===== src/rtl/banco_reg.sv =====
// Integer register file for the RV64 datapath: 32 x 64-bit registers, two
// combinational read ports, one synchronous write port, x0 hardwired to zero.
module banco_reg #(
  parameter int DATA_WIDTH = 64,
  parameter int ADDR_WIDTH = 5,
  parameter int NUM_REGS   = 32
) (
  input  logic                  clock,
  input  logic                  reset,
  input  logic                  write,
  input  logic [ADDR_WIDTH-1:0] regreader1,
  input  logic [ADDR_WIDTH-1:0] regreader2,
  input  logic [ADDR_WIDTH-1:0] regwriteaddress,
  input  logic [DATA_WIDTH-1:0] datain,
  output logic [DATA_WIDTH-1:0] dataout1,
  output logic [DATA_WIDTH-1:0] dataout2
);

  logic [DATA_WIDTH-1:0] regs [NUM_REGS];

  // Register 0 is never written, so it holds its reset value of zero forever.
  always_ff @(posedge clock or posedge reset) begin
    if (reset) begin
      for (int i = 0; i < NUM_REGS; i++) begin
        regs[i] <= '0;
      end
    end else if (write && (regwriteaddress != '0)) begin
      regs[regwriteaddress] <= datain;
    end
  end

  // Reads deliberately have no write bypass: a same-cycle write shows up only after the edge.
  always_comb begin
    dataout1 = regs[regreader1];
    dataout2 = regs[regreader2];
  end

endmodule


===== config.mk =====
export PLATFORM = sky130hd
export DESIGN_NAME = banco_reg
export DESIGN_NICKNAME = d
export VERILOG_FILES = /design/src/rtl/banco_reg.sv
export SDC_FILE = /design/constraint.sdc
export NUM_CORES = 2
export LEC_CHECK = 0
export CELL_PAD_IN_SITES_DETAIL_PLACEMENT = 1
export CELL_PAD_IN_SITES_GLOBAL_PLACEMENT = 2
export CORE_MARGIN = 5
export CORE_UTILIZATION = 33
export DETAILED_ROUTE_END_ITERATION = 16
export DONT_BUFFER_PORTS = 1
export PLACE_DENSITY = 0.63
export SYNTH_ARGS = -nofsm -noshare
export SYNTH_HDL_FRONTEND = slang
export SYNTH_SLANG_ARGS = --single-unit

===== constraint.sdc =====
create_clock -name clock -period 116 [get_ports clock]
set_clock_uncertainty 0.1 [all_clocks]
set_input_delay 5.8 -clock clock [delete_from_list [all_inputs] [get_ports clock]]
set_output_delay 5.8 -clock clock [all_outputs]
set_load 0.02 [all_outputs]

; Word-level counts from Yosys, hierarchy flattened
; Index checks and enable logic that the tools add are counted.
; W data, S select, Z words.
[totals]
ff_bits = 2048
inputBits = 82
output_inout_bits = 128
wordCells = 51
[classes]
magnitude_cmp = 4
muxes = 9
bitwise = 3
n_reduce_logical = 3
[ops]
columns = operator, n
row1 = $bwmux W2048, 1
row2 = $bmux W64 S5, 2
row3 = $demux W64 S5, 1
row4 = $mux W64, 5
row5 = $ge A6 B6 Y1 const B, 3
row6 = $not A5 Y6, 3
row7 = $lt A6 B1 Y1 const B, 1
row8 = $reduce_bool A5 Y1, 1
row9 = $logic_and A1 B1 Y1, 2

; Depth between registers and ports, before layout
[depth]
ltp_word = 6
mapped_depth = 9

; Worst setup path before layout
; No wires, ideal clock.
[synth_timing]
path_type = input to output
from = input port regreader1[0]
to = output port dataout1[60]
arrival_time_ns = 7.413
required_ns = 110.100
slack_ns = 102.687
path_stages = 6
cell_sequence = buf_4 -> buf_2 -> buf_2 -> mux4_2 -> a22oi_1 -> nand4_1
[synth_between]
elab_chain_len = 4
[synth_lines]
columns = item, line
row1 = from (decl), 11  ; input logic [ADDR_WIDTH-1:0] regreader1,
row2 = $not A5 Y6 (not written as such), 34  ; dataout1 = regs[regreader1];
row3 = $bmux W64 S5, 34
row4 = $mux W64 (not written as such) (2 in a row), 34
row5 = to (decl), 15  ; output logic [DATA_WIDTH-1:0] dataout1,
; No other way between the ends. The select of a mux whose other input is x is not followed.

; Worst setup path after layout
[layout_timing]
from = input port regreader2[2]
to = output port dataout2[9]
[layout_between]
elab_chain_len = 4
[layout_lines]
columns = item, line
row1 = from (decl), 12  ; input logic [ADDR_WIDTH-1:0] regreader2,
row2 = $not A5 Y6 (not written as such), 35  ; dataout2 = regs[regreader2];
row3 = $bmux W64 S5, 35
row4 = $mux W64 (not written as such) (2 in a row), 35
row5 = to (decl), 16  ; output logic [DATA_WIDTH-1:0] dataout2
; No other way between the ends. The select of a mux whose other input is x is not followed.

==> flow_summary.json <==
{
  "outcome": "finished, violations left",
  "violations": "slew limit",
  "p_total_mw": 2.13,
  "worstPathRequired_ns": 110.10,
  "crit_chain": "buf_16, buf_16, buf_16, buf_16, nor2b_2, a22oi_1, nand3_1, nand4_1",
  "async_reset_ff_share_pct": 100,
  "grt_pass1_vias": 77347,
  "rows": 210,
  "p_leak_nw": 51.9,
  "path_clk_slew_ns": 0.06,
  "synth.cell_area_sq_um": 109000,
  "critical_path.most_common_cell": "buf_16",
  "hold_violations": 0,
  "synth_cell_types": 51,
  "synth-seq-cells": 2048,
  "crit_family": "buffers and inverters",
  "numCtsBuffers": 241,
  "top_register": "regs",
  "synth_warnings": 0,
  "post_cts_resized": 0,
  "numPortBuffers": 0,
  "die_width_um": 584,
  "synth_area_leaders": "dfrtp_1 47%, mux2_2 20%, mux4_2 13%",
  "worst_setup_path_end_kind": "primary output",
  "min_path_type": "reg -> reg",
  "clk_latency_ns": 0.88,
  "routed_via_density": 6.18,
  "grt_use_total_pct": 26.7,
  "pin_count": 210,
  "finalCriticalPeriod_ns": 16.90,
  "dieArea_sq_um": 341000,
  "dr_total_vias": 72512,
  "cts_sinks": 2048,
  "drt_wl_total_um": 463000,
  "startpoint_type": "input pin",
  "cts_tree": "built",
  "drt_iter0_markers": 6775,
  "drc": 0,
  "synth_edf_count": 0,
  "synth_top_area_share_pct": 47.2,
  "die_h_um": 584,
  "syn_inst": 7636,
  "biggestRegsByFlops": "regs (2048)",
  "grt_pass1_wl_um": 647000,
  "rsz0062_at_grt": "no",
  "setup_violations": 0,
  "gp_congestion": 0.799,
  "htreeDepth": 4,
  "slew_viol_final": 114,
  "dr.pass1.iters": 6,
  "syn-num-nets": 7718,
  "grt_max_degree": 556,
  "path_buf_inv": 4,
  "fin_nets": 7265,
  "grt_overflow": 0,
  "tightestPinTransition_ns": 1.94,
  "post-cts-setup-buffers": 0,
  "critPathKind": "in -> out",
  "slowest_delay_ns": 1.13,
  "core-area_sq_um": 327000,
  "largest_reg_flops": 2048,
  "wl_per_cell_um": 39.5,
  "cts_hold_buffers": 0,
  "final.setup.tns_ns": 0,
  "power_density_nw_per_um2": 17.9,
  "vdd_drop_max_mv": 0.0129,
  "synth_ff_type": "dfrtp_1",
  "cp.arrival_ns": 11.00,
  "clk_path_buf_depth": 4,
  "syn_area_per_cell_sq_um": 14.2,
  "slew_headroom_pct": -29.5,
  "grt_antenna_before_repair": 27,
  "synth.largest_area_cell": "dfrtp_1",
  "start_util_pct": 33.2,
  "cp_max_fo": 163,
  "drive_gt1_share_pct": 43.5,
  "ys_seq_area_share_pct": 47.2,
  "fmax_mhz": 59.2,
  "pre_cts_slack_ns": 101.05,
  "root_buffer": "clkbuf_16",
  "fin_ws_ns": 99.10,
  "ant_nets": 0,
  "post-route-period-util_pct": 14.6,
  "cap_violations": 0,
  "slowest_stage": "nor2b_2",
  "areaGrowthSynthToFinish_pct": 10.0,
  "dpl.hpwl_um": 253000
}
[layout make-up]
cell class / instances / area [sq um]
repair buffers: 161 / 1380
clock inverters: 77 / 833
clock buffers: 352 / 7050
diodes: 11 / 27.5
inverters: 2 / 15.0
fillers: 33301 / 208000
multi-input cells: 4729 / 53500
well taps: 4346 / 5440
flip-flops and latches: 2048 / 51200
[where the power goes]
group | switching, mW | internal (mW)
registers | 0.108 | 0.851
clock network | 0.321 | 0.455
logic | 0.177 | 0.222
[cells in the final DEF (no fill, tap or decap), types with 9 or more instances in the layout]
master / count
and2_1: 10
clkinv_2: 53
nand3_1: 197
nor2_4: 19
mux2_1: 44
a22o_1: 31
nand2_4: 9
a22oi_1: 551
a31oi_1: 31
nor2b_4: 16
mux4_2: 612
a32oi_1: 12
clkbuf_8: 52
nand2_1: 80
buf_4: 150
o22ai_1: 23
nor2_1: 11
diode_2: 11
o32ai_1: 13
mux2_2: 1943
a21oi_1: 77
dfrtp_1: 2048
nor3b_2: 12
clkbuf_16: 245
mux2i_1: 835
bufinv_16: 17
clkbuf_1: 55
nand4_1: 99
nor2b_1: 11
[cell usage after synthesis (all sizes together), types with 35 or more instances]
cell    number
nor2b       35
a21oi       77
mux2i      835
nand3      198
nor2        42
dfrtp     2048
buf        484
mux4       612
a22oi      551
nand2       96
clkbuf     373
mux2      1987
nand4       99
[per-layer routing]
| metal | global-route usage (%) | share of wire, % | vias to the layer above |
|---|---|---|---|
| li1 | - | - | 28367 |
| met1 | 35.6 | 42 | 40725 |
| met2 | 42.7 | 47 | 2704 |
| met3 | 5.69 | 7.3 | 712 |
| met4 | 9.75 | 4.1 | 4 |
| met5 | 0 | 0.0058 | - |
[worst paths after layout]
kind | slack [ns] | start | cells past startpoint | end
worst min-delay path | 0.29 | regs[2036] | 0 | regs[2036]
worst max-delay path | 99.10 | regreader2[2] | 8 | dataout2[9]
max in group asynchronous | 106.03 | reset | 6 | regs[980]
worst max register to register | 115.08 | regs[1247] | 1 | regs[1247]
worst min register to register | 0.29 | regs[2036] | 0 | regs[2036]
min in group asynchronous | 4.76 | reset | 1 | regs[1130]
[kinds of logic after synthesis]
kind of cell	count (synthesis)	share of synthesized area, %
flops	2048	47.2
mux	3434	41.0
buf+inv	859	4.02
compound gates	743	4.97
simple gates	552	2.82
[per-stage QoR]
step                      util, %  instances  hold slack [ns]  instance area, sq um
final                        36.5      11726            0.293                119000
after global routing         36.5      11717            0.305                119000
after CTS                    36.5      11711            0.299                119000
after detailed placement     34.0      11282            0.284                111000
after global placement       34.0      11282            0.280                111000
after floorplan                 -       7636            0.341                109000
Power figures use the tool's default switching activity.
